===== src/rtl/ascensor_pkg.sv =====
// Shared constants, state encoding and request-mask helpers for the 4-floor elevator controller.
package ascensor_pkg;

    localparam int N_PISOS  = 4;
    localparam int CAB_BASE = 0;
    localparam int SUB_BASE = 4;
    localparam int BAJ_BASE = 7;
    localparam int EST_MOV  = 3;
    localparam int EST_DIR  = 2;

    typedef enum logic [1:0] {
        REPOSO   = 2'd0,
        MOVIENDO = 2'd1,
        PUERTAS  = 2'd2
    } estado_t;

    function automatic logic [9:0] bit_cab(input logic [1:0] f);
        return 10'b1 << (CAB_BASE + int'(f));
    endfunction

    // Hall bits that do not exist (up at the top floor, down at the ground floor) map to an empty mask.
    function automatic logic [9:0] bit_sub(input logic [1:0] f);
        return (f == 2'd3) ? 10'b0 : 10'b1 << (SUB_BASE + int'(f));
    endfunction

    function automatic logic [9:0] bit_baj(input logic [1:0] f);
        return (f == 2'd0) ? 10'b0 : 10'b1 << (BAJ_BASE + int'(f) - 1);
    endfunction

    function automatic logic [9:0] mascara_piso(input logic [1:0] f);
        return bit_cab(f) | bit_sub(f) | bit_baj(f);
    endfunction

    function automatic logic [N_PISOS-1:0] solicitudes(input logic [9:0] req);
        logic [N_PISOS-1:0] r;
        r = '0;
        for (int i = 0; i < N_PISOS; i++) begin
            r[i] = |(req & mascara_piso(2'(i)));
        end
        return r;
    endfunction

    function automatic logic por_encima(input logic [N_PISOS-1:0] req, input logic [1:0] f);
        logic r;
        r = 1'b0;
        for (int i = 0; i < N_PISOS; i++) begin
            if (i > int'(f)) r = r | req[i];
        end
        return r;
    endfunction

    function automatic logic por_debajo(input logic [N_PISOS-1:0] req, input logic [1:0] f);
        logic r;
        r = 1'b0;
        for (int i = 0; i < N_PISOS; i++) begin
            if (i < int'(f)) r = r | req[i];
        end
        return r;
    endfunction

endpackage


===== src/rtl/controlador_ascensor_temporizador.sv =====
// Loadable down-counter shared by travel and door timing; holds at zero once expired.
module temporizador_ascensor #(
    parameter int W = 3
) (
    input  logic         clk,
    input  logic         rst_n,
    input  logic         cargar,
    input  logic [W-1:0] valor_carga,
    output logic [W-1:0] valor,
    output logic         expira
);

    always_ff @(posedge clk or negedge rst_n) begin
        if (!rst_n) begin
            valor <= '0;
        end else if (cargar) begin
            valor <= valor_carga;
        end else if (valor != '0) begin
            valor <= valor - 1'b1;
        end
    end

    assign expira = (valor == '0);

endmodule


===== src/rtl/controlador_ascensor.sv =====
// Elevator controller: request latching plus REPOSO/MOVIENDO/PUERTAS sequencing.
// Optional macro ASCENSOR_REABRIR_EN: a current-floor button during PUERTAS reopens the doors.
module controlador_ascensor
    import ascensor_pkg::*;
#(
    parameter int TRAVEL_CYCLES = 8,
    parameter int DOOR_CYCLES   = 4
) (
    input  logic       clk,
    input  logic       rst_n,
    input  logic [9:0] botones,
    output logic [9:0] pisos,
    output logic [3:0] estado
);

    localparam int MAX_C = (TRAVEL_CYCLES > DOOR_CYCLES) ? TRAVEL_CYCLES : DOOR_CYCLES;
    localparam int TW    = (MAX_C > 2) ? $clog2(MAX_C) : 1;
    localparam logic [TW-1:0] T_VIAJE  = TW'(TRAVEL_CYCLES - 1);
    localparam logic [TW-1:0] T_PUERTA = TW'(DOOR_CYCLES - 1);

    estado_t      st, st_next;
    logic [1:0]   piso, piso_next, nf;
    logic         dir, dir_next;
    logic [9:0]   pend, clear, eff, hall_dir, hall_op;
    logic [3:0]   req_p, req_e;
    logic         mas_lejos, parar, cargar, expira;
    logic [TW-1:0] valor_carga, cuenta_unused;

    temporizador_ascensor #(.W(TW)) u_temp (
        .clk         (clk),
        .rst_n       (rst_n),
        .cargar      (cargar),
        .valor_carga (valor_carga),
        .valor       (cuenta_unused),
        .expira      (expira)
    );

    assign eff   = pend | botones;
    assign req_p = solicitudes(pend);
    assign req_e = solicitudes(eff);

    // The stop decision uses pend|botones so a call for the floor being reached counts immediately.
    always_comb begin
        st_next     = st;
        piso_next   = piso;
        dir_next    = dir;
        clear       = '0;
        cargar      = 1'b0;
        valor_carga = '0;
        nf          = piso;
        mas_lejos   = 1'b0;
        parar       = 1'b0;
        hall_dir    = '0;
        hall_op     = '0;
        case (st)
            REPOSO: begin
                if (req_p[piso]) begin
                    st_next     = PUERTAS;
                    clear       = mascara_piso(piso);
                    cargar      = 1'b1;
                    valor_carga = T_PUERTA;
                end else if (por_encima(req_p, piso) && (dir || !por_debajo(req_p, piso))) begin
                    st_next     = MOVIENDO;
                    dir_next    = 1'b1;
                    cargar      = 1'b1;
                    valor_carga = T_VIAJE;
                end else if (por_debajo(req_p, piso)) begin
                    st_next     = MOVIENDO;
                    dir_next    = 1'b0;
                    cargar      = 1'b1;
                    valor_carga = T_VIAJE;
                end
            end
            MOVIENDO: begin
                if (expira) begin
                    nf        = dir ? piso + 2'd1 : piso - 2'd1;
                    piso_next = nf;
                    mas_lejos = dir ? por_encima(req_e, nf) : por_debajo(req_e, nf);
                    hall_dir  = dir ? bit_sub(nf) : bit_baj(nf);
                    hall_op   = dir ? bit_baj(nf) : bit_sub(nf);
                    parar     = (|(eff & (bit_cab(nf) | hall_dir))) | !mas_lejos;
                    cargar    = 1'b1;
                    if (parar) begin
                        st_next     = PUERTAS;
                        valor_carga = T_PUERTA;
                        clear       = bit_cab(nf) | hall_dir;
                        if (!mas_lejos) begin
                            clear    = clear | hall_op;
                            dir_next = !dir;
                        end
                    end else begin
                        valor_carga = T_VIAJE;
                    end
                end
            end
            PUERTAS: begin
`ifdef ASCENSOR_REABRIR_EN
                if (|(botones & mascara_piso(piso))) begin
                    cargar      = 1'b1;
                    valor_carga = T_PUERTA;
                    clear       = botones & mascara_piso(piso);
                end else if (expira) begin
                    st_next = REPOSO;
                end
`else
                if (expira) begin
                    st_next = REPOSO;
                end
`endif
            end
            default: st_next = REPOSO;
        endcase
    end

    always_ff @(posedge clk or negedge rst_n) begin
        if (!rst_n) begin
            st   <= REPOSO;
            piso <= 2'd0;
            dir  <= 1'b0;
            pend <= '0;
        end else begin
            st   <= st_next;
            piso <= piso_next;
            dir  <= dir_next;
            pend <= (pend | botones) & ~clear;
        end
    end

    assign pisos            = pend;
    assign estado[EST_MOV]  = (st == MOVIENDO);
    assign estado[EST_DIR]  = dir;
    assign estado[1:0]      = piso;

endmodule


===== config.mk =====
export PLATFORM = sky130hd
export DESIGN_NAME = controlador_ascensor
export DESIGN_NICKNAME = d
export VERILOG_FILES = /design/src/rtl/ascensor_pkg.sv /design/src/rtl/controlador_ascensor_temporizador.sv /design/src/rtl/controlador_ascensor.sv
export SDC_FILE = /design/constraint.sdc
export NUM_CORES = 1
export LEC_CHECK = 0
export BUFFER_PORTS_ARGS = -buffer_cell sky130_fd_sc_hd__buf_2
export CAP_MARGIN = 20
export CORE_MARGIN = 5
export CORE_UTILIZATION = 40
export DETAILED_ROUTE_END_ITERATION = 10
export GPL_ROUTABILITY_DRIVEN = 0
export PLACE_DENSITY_LB_ADDON = 0.05
export SYNTH_ARGS = -nofsm -noshare
export SYNTH_HDL_FRONTEND = slang
export SYNTH_SLANG_ARGS = --single-unit

===== constraint.sdc =====
create_clock -name clk -period 2.96 [get_ports clk]
set_input_delay 0.148 -clock clk [delete_from_list [all_inputs] [get_ports clk]]
set_output_delay 0.148 -clock clk [all_outputs]
set_load 0.05 [all_outputs]

### Word level (Yosys, flattened, before mapping)

Index checks and enable logic that the tools add are counted.

| cells by class | value |
|---|---|
| add/subtract/negate cells | 9 |
| order comparisons | 13 |
| eq/ne operators | 11 |
| shift-type cells | 6 |
| mux-type cells | 89 |
| bitwise operators | 19 |
| reduce and logical (&&, ||, !) cells | 24 |

Operators with widths:

| kind | count |
|---|---|
| $mux W10 | 10 |
| $shl A1 B32 Y10 const A | 2 |
| $mux W1 | 59 |
| $or A10 B10 Y10 | 5 |
| $mux W3 | 7 |
| $and A10 B10 Y10 | 2 |
| $pmux W10 S2 | 1 |
| $shl A1 B2 Y10 const A | 2 |
| $shl A1 B4 Y10 const A | 2 |
| $add A3 B2 Y4 const A | 4 |
| $mux W2 | 7 |
| $reduce_or A3 Y1 | 4 |
| $or A1 B1 Y1 | 11 |
| $not A10 Y10 | 1 |
| $reduce_or A10 Y1 | 1 |
| $sub A4 B1 Y5 const B | 2 |
| $gt A2 B2 Y1 const A | 4 |
| $lt A1 B2 Y1 const A | 4 |
| $reduce_or A2 Y1 | 4 |
| $eq A2 B2 Y1 const B | 3 |
| $logic_not A2 Y1 | 3 |
| $ne A2 B2 Y1 const B | 3 |
| $pmux W2 S3 | 1 |
| $pmux W3 S2 | 1 |
| other kinds (21) | 28 |

| storage, ports and cells | value |
|---|---|
| register bits after elaboration | 18 |
| output and inout bits | 14 |
| word-level logic and storage cells | 176 |

### Longest topological paths before layout

Gate-level depths: netlist (run 1).

| depth | value |
|---|---|
| depth after elaboration | 34 |
| gate-level depth with buffers | 9 |
| mapped depth without buffers | 8 |

### Cells and area by module

A second synthesis (run 1) with hierarchy kept.

| unflattened totals | value |
|---|---|
| cells, all modules | 146 |
| area total of the unflattened synthesis | 1358.8 µm² |

Modules (own cells, without submodules):

| module | instances | cells an instance | area each (µm²) | seq. area each (µm²) |
|---|---|---|---|---|
| controlador_ascensor | 1 | 125 | 1158.6 | 375.4 |
| temporizador_ascensor | 1 | 21 | 200.2 | 75.1 |

### Worst setup path before layout (run 1)

Ideal clock, no wire load.

| timing | value |
|---|---|
| kind | reg-to-reg |
| from | register piso[1] |
| to | register pend[1] (netlist: pisos[1]) |
| library setup time | 0.104 ns |
| arrival | 2.483 ns |
| required time | 2.856 ns |
| slack | 0.373 ns |
| stages on the path, launching flop included | 10 |
| buffers on the path | 2 |
| clock period less this slack | 2.587 ns |
| path through | dfrtp_1 -> inv_1 -> ha_1 -> buf_2 -> a311oi_1 -> o31ai_1 -> o32ai_1 -> nand3_1 -> buf_4 -> a221oi_1 |

| between the ends | value |
|---|---|
| word-level cells in the longest chain between the ends | 22 |

Ends and longest elaborated chain:

| element | RTL line | RTL |
|---|---|---|
| start, declared | controlador_ascensor.sv:22 | `logic [1:0] piso, piso_next, nf;` |
| start signal, assigned | controlador_ascensor.sv:123 | `piso <= piso_next;` |
| parallel branches: the longest is 19 deep, another holds $sub A4 B1 Y5 | - |  |
| $pmux W10 S2 (*) | controlador_ascensor.sv:55 | `case (st)` |
| $not A10 Y10 (*) | controlador_ascensor.sv:125 | `pend <= (pend \| botones) & ~clear;` |
| $and A10 B10 Y10 (*) | controlador_ascensor.sv:125 |  |
| end signal, assigned | controlador_ascensor.sv:125 |  |
| end, declared | controlador_ascensor.sv:24 | `logic [9:0] pend, clear, eff, hall_dir, hall_op;` |

Every way passes the cells marked *. The select of a mux whose other input is x is not followed.
A chain may end at the register's enable or synchronous reset.

### Worst setup path after layout (run 1)

| timing | value |
|---|---|
| from | register piso[1] |
| to | register st[1] |

| between the ends | value |
|---|---|
| word-level cells in the longest chain between the ends | 19 |

Ends and longest elaborated chain:

| element | RTL line | RTL |
|---|---|---|
| parallel branches: the longest is 19 deep, another holds $sub A4 B1 Y5 | - |  |
| end signal, assigned | controlador_ascensor.sv:122 | `st <= st_next;` |
| end, declared | controlador_ascensor.sv:21 | `estado_t st, st_next;` |

Parallel ways; which one is timed is not known. The select of a mux whose other input is x is not followed.

==> qor.csv, run 1 <==
stage,metric,value,unit
global_route,grt_use_total,0.170,
sta,fin_setup_tns,0,ps
synthesis,synth_cell_type_count,44,
setup_path,cp_data_required_time,3150,ps
synthesis,yosys.area_share.xor_xnor,0.0137,
sta,fin_skew,5.68,ps
synthesis,yosysWarnings,0,
layout,antenna_cells,0,
synthesis,synth_top_cell_by_area,dfrtp_1,
floorplanning,die_area,0.00444,sq mm
setup_path,crit_type,reg -> reg,
synthesis,synth_simple_gate_area_share,0.217,
synthesis,synth_ff_type,dfrtp_1,
synthesis,synth_area_leaders,"dfrtp_1, ha_1, nor2_1, o21ai_0, a21oi_1",
detailed_routing,drt-initial-drc-count,81,
sta,slew_violations,0,
layout,nets,193,
sta,worst_pin_slew,577,ps
cts,insertion_delay,300,ps
floorplanning,rows,20,
detailed_routing,drc,0,
global_route,grt_max_degree,19,
global_route,grt_pass1_wl,5.80,mm
layout,fin_cells,214,
synthesis,muxShareOfSynthArea,0.0254,
layout,n_fill_cell,326,
cts,cts_setup_buffers,0,
global_route,met2_usage,0.272,
detailed_routing,vias,1213,
cts,htree_num_levels,1,
sta,rsz0062_at_grt,no,
sta,fin_crit,2510,ps
setup_path,worst-endpoint-arrival,2700,ps
sta,slew_headroom,0.614,
synthesis,synth_compound_area_frac,0.244,
cts,ctsRootBufferMaster,clkbuf_4,
global_route,met3_usage,0.0202,
global_route,grt_pass1_vias,1190,
detailed_routing,drt_wl_total,3.47,mm
floorplanning,die_w,66.6,um
layout,drive_gt1_frac,0.218,
detailed_routing,ant_nets,0,
layout,synthToLayoutAreaGrowth,16.2,%
detailed_routing,wire_per_inst,16.2,um
global_route,grt_overflow_total,0,
floorplanning,ioPinCount,26,
sta,final.period_utilization,0.847,
detailed_routing,drt-pass1-iter-count,4,
synthesis,postSynthAreaPerCell,8.91,sq um
placement,dp_cells,209,
detailed_routing,viasPerCell,5.67,
run_status,status,finished clean,
placement,post-dp-hpwl,2.67,mm
setup_path,start_kind,flop,
cts,clock-sinks,18,
power,peakVddDrop,307,uV
sta,final-setup-viol-count,0,
cts,cts_tree,built,
floorplanning,start_util,0.420,
cts,numCtsBuffers,3,
hold_path,hold_path.class,in -> reg,
power,power_density,569,mW/mm^2
flow_run,drv_cap,0,
synthesis,yosys.area.top_type_share,0.351,
setup_path,endpoint_kind,flop,
synthesis,syn-instance-count,144,
setup_path,r2r-start,piso[1],
synthesis,synth_top_family_by_area,compound AO/OA/AOI/OAI gates,
power,fin_total_pwr,0.848,mW
synthesis,syn_area,0.00128,sq mm
cts,clk_pin_slew,110,ps
floorplanning,die_y,66.6,um
power,power.leakage,0.621,nW
sta,hold_violations,0,
cts,cts_resized,0,
global_route,grt_busiest_layer,met2,
setup_path,crit_path_start,piso[1],
synthesis,syn_nets,166,
floorplanning,coreArea,0.00305,sq mm
hold_path,hold_start,botones[3],
sta,max_freq,399,MHz
global_route,antenna_found_initial,0,
global_route,use_met1,0.246,
synthesis,synthAdderAreaFrac,0.0976,
cts,clock_path_buffers,2,
synthesis,ys_seq_area_frac,0.351,
synthesis,synthTopCellsByCount,"dfrtp_1, nor2_1, ha_1, o21ai_0, nand2_1",
synthesis,synth_most_common_cell,dfrtp_1,
setup_path,path_max_fanout,13,
synthesis,synth_edf_count,0,
synthesis,async_reset_ff_frac,1.00,
synthesis,ys_ff_latch,18,
placement,port_buffers,25,
-- worst max-delay path, cell delays in order (launching register included) --
cell      delay [ps]
dfrtp_1          540
inv_1            160
ha_1             410
a311oi_1         260
o31ai_1          150
o32ai_1          300
nand3_1          110
buf_4            200
a211o_1          260
-- per-layer routing --
layer	vias up	wire length, um	share of wire
met5	-	0	0
met4	0	11	0.0032
met3	2	170	0.049
met2	36	1720	0.49
met1	580	1570	0.45
li1	595	-	-
-- cells by family (layout without fill, tap and decap cells) --
family / after synthesis / after routing
AND/OR/NAND/NOR: 53 / 53
adder cells (fa/ha/maj): 10 / 10
XOR/XNOR: 2 / 2
multiplexers: 2 / 2
buffers and inverters: 14 / 40
flip-flops: 18 / 18
AO/OA/AOI/OAI: 45 / 45
-- timing repair --
action                                  4_1_cts  5_1_grt
endpoints found under the hold margin        18        0
hold buffers                                  1        0
endpoints found under the setup margin        0        0
-- stage by stage --
stage	cell area (sq um)	util	worst slack, ps	hold slack (ps)
after global placement	1440	0.473	532	107
after global routing	1490	0.488	299	182
after detailed placement	1440	0.473	503	111
after floorplan	1280	-	373	-148
final	1490	0.488	452	168
after CTS	1490	0.488	463	159
-- where the power goes --
group          internal, mW  total, mW  switching (mW)  leakage [nW]
sequential            0.294      0.345          0.0506         0.183
clock                0.0749      0.157          0.0821        0.0210
combinational         0.122      0.346           0.224         0.418
total                 0.492      0.848           0.357         0.621
-- registers in the layout, summed over array words and instances (netlist names) --
signal / count
u_temp.valor: 3
dir: 1
piso: 2
pisos: 10
st: 2
-- final cells by class --
type,instances,area [sq um],share of cell area
clock buffers,4,36.3,0.0243
inverters,8,32.5,0.0218
multi-input cells,112,766,0.514
repair buffers,28,150,0.101
well taps,44,55.1,0.0369
flip-flops and latches,18,450,0.302
-- cell usage in the layout (no fill, tap or decap), types with 2 or more instances in the layout --
cell      synthesis  layout
a41oi_1           3       3
nand2_1           9       9
nand2b_1          2       2
a31oi_1           3       3
a211oi_1          3       3
a311oi_1          4       4
o21ai_0          10      10
a21oi_1           7       7
a211o_1           2       2
clkbuf_4          0       3
dfrtp_1          18      18
buf_2             2      25
nand3_1           4       4
inv_1             7       7
or2_2             2       2
buf_4             2       2
nor4_1            2       2
ha_1             10      10
nor2_1           14      14
nor3_1            7       7
nor2b_1           3       3
o31ai_1           3       3
nor3b_1           2       2
or3_1             4       4
-- path summary, 6_finish.rpt --
| path | end | slack [ps] | cells past startpoint |
|---|---|---|---|
| worst max-delay path | st[1] | 450 | 8 |
| worst min-delay path | pisos[3] | 170 | 3 |
| worst max register to register | st[1] | 450 | 8 |
| worst min register to register | st[0] | 550 | 1 |
| max in group asynchronous | pisos[5] | 2360 | 2 |
| min in group asynchronous | u_temp.valor[0] | 300 | 2 |
Power figures use the tool's default switching activity.
==> run 2, diff against run 1 <==
==> constraint.sdc (replaced) <==
create_clock -name clk -period 2.28 [get_ports clk]
set_input_delay 0.114 -clock clk [delete_from_list [all_inputs] [get_ports clk]]
set_output_delay 0.114 -clock clk [all_outputs]
set_load 0.05 [all_outputs]
==> qor.csv, run 2 (synthesis gave the netlist of run 1 again) <==
stage,metric,value,unit,change
detailed_routing,wire_per_inst,16.5,um,+2.0%
hold_path,hold_depth,3,,unchanged
sta,final.period_utilization,0.983,,+0.136
cts,clk_pin_slew,110,ps,about the same
floorplanning,start_util,0.420,,unchanged
cts,numCtsBuffers,3,,unchanged
detailed_routing,drc,0,,unchanged
sta,fin_skew,8.56,ps,+2.87 ps
setup_path,worst-endpoint-arrival,2410,ps,-290 ps
floorplanning,rows,20,,unchanged
cts,ctsRootBufferMaster,clkbuf_4,,
setup_path,r2r-start,piso[0],,
global_route,grt_pass1_vias,1289,,+8.3%
detailed_routing,viasPerCell,5.66,,-0.23%
sta,holdWs,143,ps,-24.5 ps
power,power.internal,0.646,mW,+31%
layout,synthToLayoutAreaGrowth,30.4,%,
cts,insertion_delay,300,ps,about the same
sta,final-setup-viol-count,0,,unchanged
cts,clock_path_buffers,2,,unchanged
setup_path,cp_data_required_time,2450,ps,-700 ps
layout,drive_gt1_frac,0.330,,+0.112
detailed_routing,drt-pass1-iter-count,4,,unchanged
cts,cts_tree,built,,
detailed_routing,vias,1295,,+6.8%
detailed_routing,drt_wl_total,3.79,mm,+9.2%
power,power_density,677,mW/mm^2,+19%
setup_path,cp_cell_sequence,"inv_6, buf_8, ha_4, inv_1, a222oi_1, a211oi_2, a32oi_1, mux2i_1, o31ai_1",,
sta,fin_crit,2240,ps,-267 ps
global_route,grt_pass1_wl,5.98,mm,+3.2%
sta,max_freq,446,MHz,+12%
floorplanning,ioPinCount,26,,unchanged
setup_path,reg2reg_depth,9,,+1
power,p_sw,0.488,mW,+37%
setup_path,start_kind,flop,,
setup_path,crit_path_top_delay_cell,dfrtp_4,,
power,p_clk_frac,0.150,,-0.035
placement,dp_cells,221,,+5.7%
detailed_routing,ant_nets,0,,unchanged
layout,mostFrequentLayoutCell,buf_2,,
global_route,grt_max_degree,19,,unchanged
layout,nets,208,,+7.8%
floorplanning,coreArea,0.00305,sq mm,unchanged
global_route,grt_overflow_total,0,,unchanged
floorplanning,die_area,0.00444,sq mm,unchanged
setup_path,r2r_setup_slack,40,ps,-410 ps
power,p_sw_frac,0.430,,+0.00983
sta,slew_violations,0,,unchanged
setup_path,slowest_delay,510,ps,-30 ps
detailed_routing,drt-initial-drc-count,52,,-36%
floorplanning,die_y,66.6,um,unchanged
layout,antenna_cells,0,,unchanged
sta,slew_headroom,0.594,,-0.0203
power,power.leakage,0.700,nW,+13%
global_route,grt_use_total,0.174,,+0.00383
global_route,antenna_found_initial,0,,unchanged
setup_path,path_max_fanout,9,,-4
sta,hold_violations,0,,unchanged
layout,fin_cells,229,,+7.0%
run_status,status,finished clean,,
cts,clock-sinks,18,,unchanged
floorplanning,die_w,66.6,um,unchanged
layout,layout_common_cells,"buf_2, dfrtp_1, nor2_1, buf_4, o21ai_0",,
hold_path,hold_path.class,in -> reg,,
placement,post-dp-hpwl,2.77,mm,+3.9%
setup_path,crit_type,reg -> reg,,
setup_path,endpoint_kind,flop,,
sta,worst_pin_slew,607,ps,+30.4 ps
placement,port_buffers,25,,unchanged
power,combPwrFrac,0.448,,+0.040
power,seqPwrFrac,0.401,,-0.006
layout,largest_reg_flops,10,,unchanged
setup_path,crit_path_start,piso[0],,
flow_run,drv_cap,0,,unchanged
setup_path,worstSetupEndpoint,dir,,
cts,htree_num_levels,1,,unchanged
setup_path,r2r_end,dir,,
power,peakVddDrop,398,uV,+30%
==> run 2: cell types whose count changed in the layout (fill, tap and decap cells not counted), moves of 2 or more <==
cell / delta
a311oi_1: -3
a311oi_2: +3
buf_6: +2
dfrtp_4: +2
dfrtp_1: -2
ha_4: +2
buf_4: +12
ha_1: -2
==> run 2: worst max-delay path, delay by kind of cell, from the launching register on <==
family | cells | cell delay (ps)
compound gates | 4 | 990
fa+ha+maj | 1 | 140
buf+inv | 3 | 250
flops | 1 | 510
mux | 1 | 210
==> run 2: power groups by stage <==
stage	logic, mW	clock network [mW]	registers, mW
floorplan	0.237	0	0.546
global placement	0.460	0	0.457
detailed placement	0.466	0	0.460
CTS	0.472	0.183	0.452
global route	0.550	0.193	0.470
finish	0.508	0.170	0.455
==> run 2: per-stage QoR <==
step	power (mW)	setup WS, ps	area [sq um]	utilization	setup TNS, ps
4_1_cts	1.11	19.3	1580	0.518	0
6_report	1.13	38.5	1670	0.548	0
3_3_place_gp	0.917	61.8	1540	0.506	0
2_1_floorplan	0.783	0.118	1300	-	0
3_5_place_dp	0.926	65.6	1540	0.506	0
5_1_grt	1.21	-121	1670	0.548	-580
==> run 2: routing by layer <==
layer | global-route usage | up-vias | routed length [um]
met5 | 0 | - | 0
met4 | 0.0482 | 0 | 26
met3 | 0.0219 | 4 | 198
met2 | 0.297 | 45 | 1900
met1 | 0.228 | 622 | 1660
li1 | - | 624 | -
==> run 2: cell type report <==
cell class,instances,area (sq um)
inverters,8,35.0
repair buffers,43,278
clock buffers,4,26.3
well taps,44,55.1
multi-input cells,112,821
fillers,292,1380
flip-flops and latches,18,458
==> run 2: worst min-delay path by stage <==
| stage | end | start | slack, ps |
|---|---|---|---|
| 2_1_floorplan | dir | rst_n | -180 |
| 6_report | pisos[9] | botones[9] | 140 |
| 3_5_place_dp | st[1] | rst_n | 80 |
| 3_3_place_gp | st[1] | rst_n | 70 |
| 5_1_grt | pisos[3] | botones[3] | 160 |
| 4_1_cts | pisos[9] | botones[9] | 140 |
==> run 2: what timing repair did <==
action,4_1_cts,5_1_grt
hold endpoints to repair,18,0
resized for setup,0,13
setup endpoints to repair,0,3
hold buffers,1,0
buffers inserted,0,3
